### config.mk
export PLATFORM = sky130hd
export DESIGN_NAME = lsu_unit
export DESIGN_NICKNAME = d
export VERILOG_FILES = /design/src/rtl/lsu_unit.sv
export SDC_FILE = /design/constraint.sdc
export NUM_CORES = 1
export LEC_CHECK = 0
export ABC_AREA = 1
export CAP_MARGIN = 20
export CORE_AREA = 2 2 113 115
export CTS_CLUSTER_SIZE = 10
export DETAILED_ROUTE_END_ITERATION = 8
export DIE_AREA = 0 0 115 117
export GPL_ROUTABILITY_DRIVEN = 0
export GPL_TIMING_DRIVEN = 0
export PLACE_DENSITY_LB_ADDON = 0.05
export SETUP_SLACK_MARGIN = 0.1
export SLEW_MARGIN = 20
export SYNTH_ARGS = -nofsm -noshare
export SYNTH_HDL_FRONTEND = slang
export SYNTH_SLANG_ARGS = --single-unit
export TNS_END_PERCENT = 5
### constraint.sdc
create_clock -name clk -period 2.05 [get_ports clk]
set_input_delay 0.41 -clock clk [delete_from_list [all_inputs] [get_ports clk]]
set_output_delay 0.41 -clock clk [all_outputs]
set_load 0.005 [all_outputs]
### src/rtl/lsu_unit.sv
`default_nettype none
// +--------------------------------------------------------------------------+
// | lsu_unit : multi-cycle load/store unit, one word-aligned request/response |
// |            transaction per op with byte-lane steering and load extension. |
// | Revision : 1.0                                                            |
// +--------------------------------------------------------------------------+
module lsu_unit #(
  parameter int ADDR_W = 32,
  parameter int DATA_W = 32
) (
  input  logic              clk,
  input  logic              rst_n,
  input  logic              in_valid,
  output logic              in_ready,
  input  logic              in_wen,
  input  logic [1:0]        in_size,
  input  logic              in_unsigned,
  input  logic [ADDR_W-1:0] in_addr,
  input  logic [DATA_W-1:0] in_wdata,
  output logic              mem_req_valid,
  input  logic              mem_req_ready,
  output logic [ADDR_W-1:0] mem_addr,
  output logic              mem_wen,
  output logic [3:0]        mem_wmask,
  output logic [DATA_W-1:0] mem_wdata,
  input  logic              mem_resp_valid,
  input  logic [DATA_W-1:0] mem_rdata,
  output logic              out_valid,
  output logic [DATA_W-1:0] rdata,
  output logic              err
);

  typedef enum logic [1:0] {
    S_IDLE = 2'd0,
    S_REQ  = 2'd1,
    S_WAIT = 2'd2,
    S_DONE = 2'd3
  } state_t;

  state_t              state_q;
  logic                wen_q;
  logic [1:0]          size_q;
  logic                uns_q;
  logic [ADDR_W-1:0]   addr_q;
  logic [3:0]          wmask_q;
  logic [DATA_W-1:0]   wdata_q;
  logic [DATA_W-1:0]   rdata_q;
  logic                err_q;

  logic [1:0]          off_d;
  logic                misal_d;
  logic [3:0]          wmask_d;
  logic [DATA_W-1:0]   wdata_d;
  logic [DATA_W-1:0]   shifted_d;
  logic [DATA_W-1:0]   load_d;

  // Lane steering is computed from the incoming op so the bus fields are
  // registered once at accept and stay stable for the whole request.
  always_comb begin
    off_d   = in_addr[1:0];
    misal_d = 1'b0;
    wmask_d = 4'b0000;
    wdata_d = '0;
    case (in_size)
      2'b00: begin
        wmask_d = 4'b0001 << off_d;
        wdata_d = {4{in_wdata[7:0]}};
      end
      2'b01: begin
        misal_d = off_d[0];
        wmask_d = 4'b0011 << off_d;
        wdata_d = {2{in_wdata[15:0]}};
      end
      default: begin
        misal_d = (off_d != 2'b00);
        wmask_d = 4'b1111;
        wdata_d = in_wdata;
      end
    endcase
    if (!in_wen) begin
      wmask_d = 4'b0000;
      wdata_d = '0;
    end
  end

  always_comb begin
    shifted_d = mem_rdata >> {addr_q[1:0], 3'b000};
    case (size_q)
      2'b00:   load_d = {{(DATA_W-8){shifted_d[7] & ~uns_q}}, shifted_d[7:0]};
      2'b01:   load_d = {{(DATA_W-16){shifted_d[15] & ~uns_q}}, shifted_d[15:0]};
      default: load_d = shifted_d;
    endcase
  end

  always_ff @(posedge clk) begin
    if (!rst_n) begin
      state_q <= S_IDLE;
      wen_q   <= 1'b0;
      size_q  <= 2'b00;
      uns_q   <= 1'b0;
      addr_q  <= '0;
      wmask_q <= 4'b0000;
      wdata_q <= '0;
      rdata_q <= '0;
      err_q   <= 1'b0;
    end else begin
      case (state_q)
        S_IDLE: begin
          if (in_valid) begin
            wen_q   <= in_wen;
            size_q  <= in_size;
            uns_q   <= in_unsigned;
            addr_q  <= in_addr;
            wmask_q <= wmask_d;
            wdata_q <= wdata_d;
            if (misal_d) begin
              rdata_q <= '0;
              err_q   <= 1'b1;
              state_q <= S_DONE;
            end else begin
              state_q <= S_REQ;
            end
          end
        end
        S_REQ: begin
          if (mem_req_ready) begin
            state_q <= S_WAIT;
          end
        end
        S_WAIT: begin
          if (mem_resp_valid) begin
            rdata_q <= wen_q ? '0 : load_d;
            err_q   <= 1'b0;
            state_q <= S_DONE;
          end
        end
        default: begin
          state_q <= S_IDLE;
        end
      endcase
    end
  end

  assign in_ready      = (state_q == S_IDLE);
  assign mem_req_valid = (state_q == S_REQ);
  assign mem_addr      = {addr_q[ADDR_W-1:2], 2'b00};
  assign mem_wen       = wen_q;
  assign mem_wmask     = wmask_q;
  assign mem_wdata     = wdata_q;
  assign out_valid     = (state_q == S_DONE);
  assign rdata         = rdata_q;
  assign err           = err_q;

endmodule
`default_nettype wire

==> summary.txt <==
Routing
  • DR vias: 5560
  • Pre-antenna DRT Iters: 5
  • Routed Antenna Nets: 0
  • Number of vias per cell: 4.92
  • WL/cell: ~14 um
  • DRT iter0 DRCs: roughly 350
  • Post-route DRC: 0
  • WL final: 15600 um

Timing
  • # setup viols final: 0
  • Hold Fails Final Rpt: 0
  • Period minus WS final: 1.90 ns
  • Final TNS setup: 0 ns
  • Minimum hold slack: between 0.4 and 0.5 ns
  • Clock skew: 0.00685 ns
  • RSZ-0062 raised after global routing: no
  • Final-report max-slew violation count: 0
  • Period utilization: 0.927
  • Fin worst setup slack: between 0.1 and 0.15 ns
  • Highest clock rate: approximately 530 MHz
  • Least-Margin Pin Slew: between 0.5 and 0.6 ns
  • Slew Limit Headroom: 0.659

Clock network
  • H-tree levels: 3
  • Post-CTS Setup Bufs: 0
  • Clk buf depth: 2
  • CTS tree: yes
  • Clock transition at path regs: around 0.070 ns
  • CTS root buffer: clkbuf_16
  • Worst-Skew Late Latency: roughly 0.35 ns
  • TritonCTS buffer count: 9
  • Hold_buf cts: 0
  • TritonCTS sink count: 107

Finish
  • Final #Nets: roughly 1100
  • Footprint of the multi-input gates: ~0.0025 mm2
  • Antenna Cells: 0
  • Design area: slightly below 0.008 mm2
  • Share of layout cells above drive strength 1: 0.0918
  • Synthesis-to-finish area growth: 48.8%
  • Register Area: 0.00214 mm2
  • Layout fillers: roughly 1200

Job
  • Max Cap Viol: 0

Global routing
  • Overflow after GRT: 0
  • Number of global-route vias before repair: a little under 5000
  • Largest net degree at the start of global routing: 18
  • Antenna violations before repair: 0
  • First-pass GRT wire length: between 20000 and 25000 um
  • Tot GR Track Use: 0.225

Worst setup path
  • CP max FO: 7
  • R2r worst-path depth: 10
  • Crit-path slowest cell: clkdlybuf4s50_1
  • R2R Setup Slk: ~0.31 ns
  • Worst EP arrival: between 1 and 1.5 ns
  • Crit Path Category: register to output pin
  • Worst reg2reg path endpoint: rdata[13]
  • Critical-path cell list: inv_2, ha_4, clkdlybuf4s50_1
  • CP startpoint kind: register
  • Req. time, crit path: 1.64 ns
  • CP peak stage delay: around 0.53 ns
  • Element type at the critical path end: output pin
  • RR Startpoint: state_q[0]

Floorplanning
  • DIE AREA: 0.0135 mm2
  • # rows: just over 40
  • Chip Height: about 120 um
  • Die X-Extent: approximately 120 um
  • IO Pins: between 200 and 250
  • Initial Util: 0.426
  • Core area: around 0.012 mm2

Placed design
  • DP Area: 0.00748 mm2
  • Pre-CTS WS: -0.0513 ns
  • # port buffers: about 210
  • Dpl hpwl: between 10000 and 15000 um

Logic synthesis
  • Post-synth EDFFs: 0
  • Synth area leaders: dfxtp_1, nand2_1, nor2_1, a21oi_1, o21ai_0
  • Synth warn: 0
  • Top_reg_cell synth: dfxtp_1
  • Largest area contributor in the netlist: dfxtp_1
  • Register area share after synthesis: 0.409
  • Mean Syn Cell Area: a little under 7 um2
  • FFs w/ async S/R, synth: 0
  • Most frequent cell after synthesis: nand2_1
  • Yosys reg bits: 107
  • Synth Cell Area: roughly 0.0052 mm2
  • Synth unique cells: 30
  • Most frequent cells after synthesis: nand2_1, nor2_1, dfxtp_1
  • Synth Instances: 758
  • Yosys top cell area share: 0.409

Run status
  • Status: finished, final reports clean

Hold path
  • Hold Path Class: input pin to register
  • Hold Path Sink: mem_wdata[16]
  • Worst hold stages: 5
  • HP Start: in_size[1]

Pwr
  • Pwr dens: around 1000 mW/mm2
  • Leakage: around 3.2 nW
  • Pwr Total: 8.05 mW
  • Max VDD drop: around 620 uV
## worst max-delay path, delay by kind of cell, from the launching register on
kind,cells,cell delay (ns)
buffers and inverters,2,0.62
DFF,1,0.35
adders and majority gates,1,0.17
## cells by family (layout without fill, tap and decap cells)
kind of cell    count (synthesis)  in the layout  share of synthesized area
compound gates                173            173                      0.182
fa+ha+maj                       4              4                    0.00955
buf+inv                       126            347                      0.126
flops                         107            107                      0.409
other cells                     1              2                   0.000716
simple gates                  347            347                      0.273
## worst max path at each step
stage / startpoint / endpoint
floorplan: state_q[0] / rdata[22]
global placement: in_addr[0] / rdata[19]
detailed placement: in_addr[0] / rdata[16]
CTS: state_q[1] / in_ready
global route: state_q[1] / in_ready
finish: state_q[1] / in_ready
## what timing repair did
item                       in CTS  in global routing
resized for setup               3                  1
cloned                          0                  0
setup endpoints to repair       1                  2
pin swaps                       0                  1
## sequential cells by signal, summed over array words and instances, names as in the netlist
signal / count
size_q: 2
mem_wdata: 32
mem_wmask: 4
mem_wen: 1
addr_q: 32
uns_q: 1
err: 1
rdata: 32
state_q: 2
## layout by cell type, fill, tap and decap left out, types with 26 or more instances in the layout
cell               n
clkdlybuf4s50_1  205
nand3_1           28
nor2_1           137
a21oi_1           75
buf_4             33
dfxtp_1          107
o21ai_0           64
nand2_1          171
clkbuf_1          26
inv_1             39
## layer usage
| metal | share of wire | global-route usage | vias up | wire length (um) |
|---|---|---|---|---|
| met5 | 0 | 0 | - | 0 |
| met4 | 0.019 | 0.0892 | 0 | 303 |
| met3 | 0.081 | 0.0587 | 25 | 1270 |
| met2 | 0.47 | 0.372 | 201 | 7340 |
| met1 | 0.43 | 0.283 | 2492 | 6680 |
| li1 | - | - | 2842 | - |
## power breakdown
group	total, mW	internal (mW)	switching, mW
Combinational	3.61	1.70	1.91
Sequential	2.65	2.45	0.206
Clock	1.79	0.989	0.800
Total	8.05	5.14	2.91
## layout make-up
cell class,count,area share
buffer,79,0.0619
clock buffer,11,0.0311
clock inverter,5,0.00770
inverter,47,0.0229
multi-input combinational,526,0.314
sequential,107,0.275
tap,150,0.0241
timing repair buffer,205,0.263
## per-stage QoR
stage          cells   util
2_1_floorplan    759      -
3_3_place_gp    1114  0.608
3_5_place_dp    1114  0.608
4_1_cts         1130  0.633
5_1_grt         1130  0.633
6_report        1130  0.633
Power figures use the tool's default switching activity.
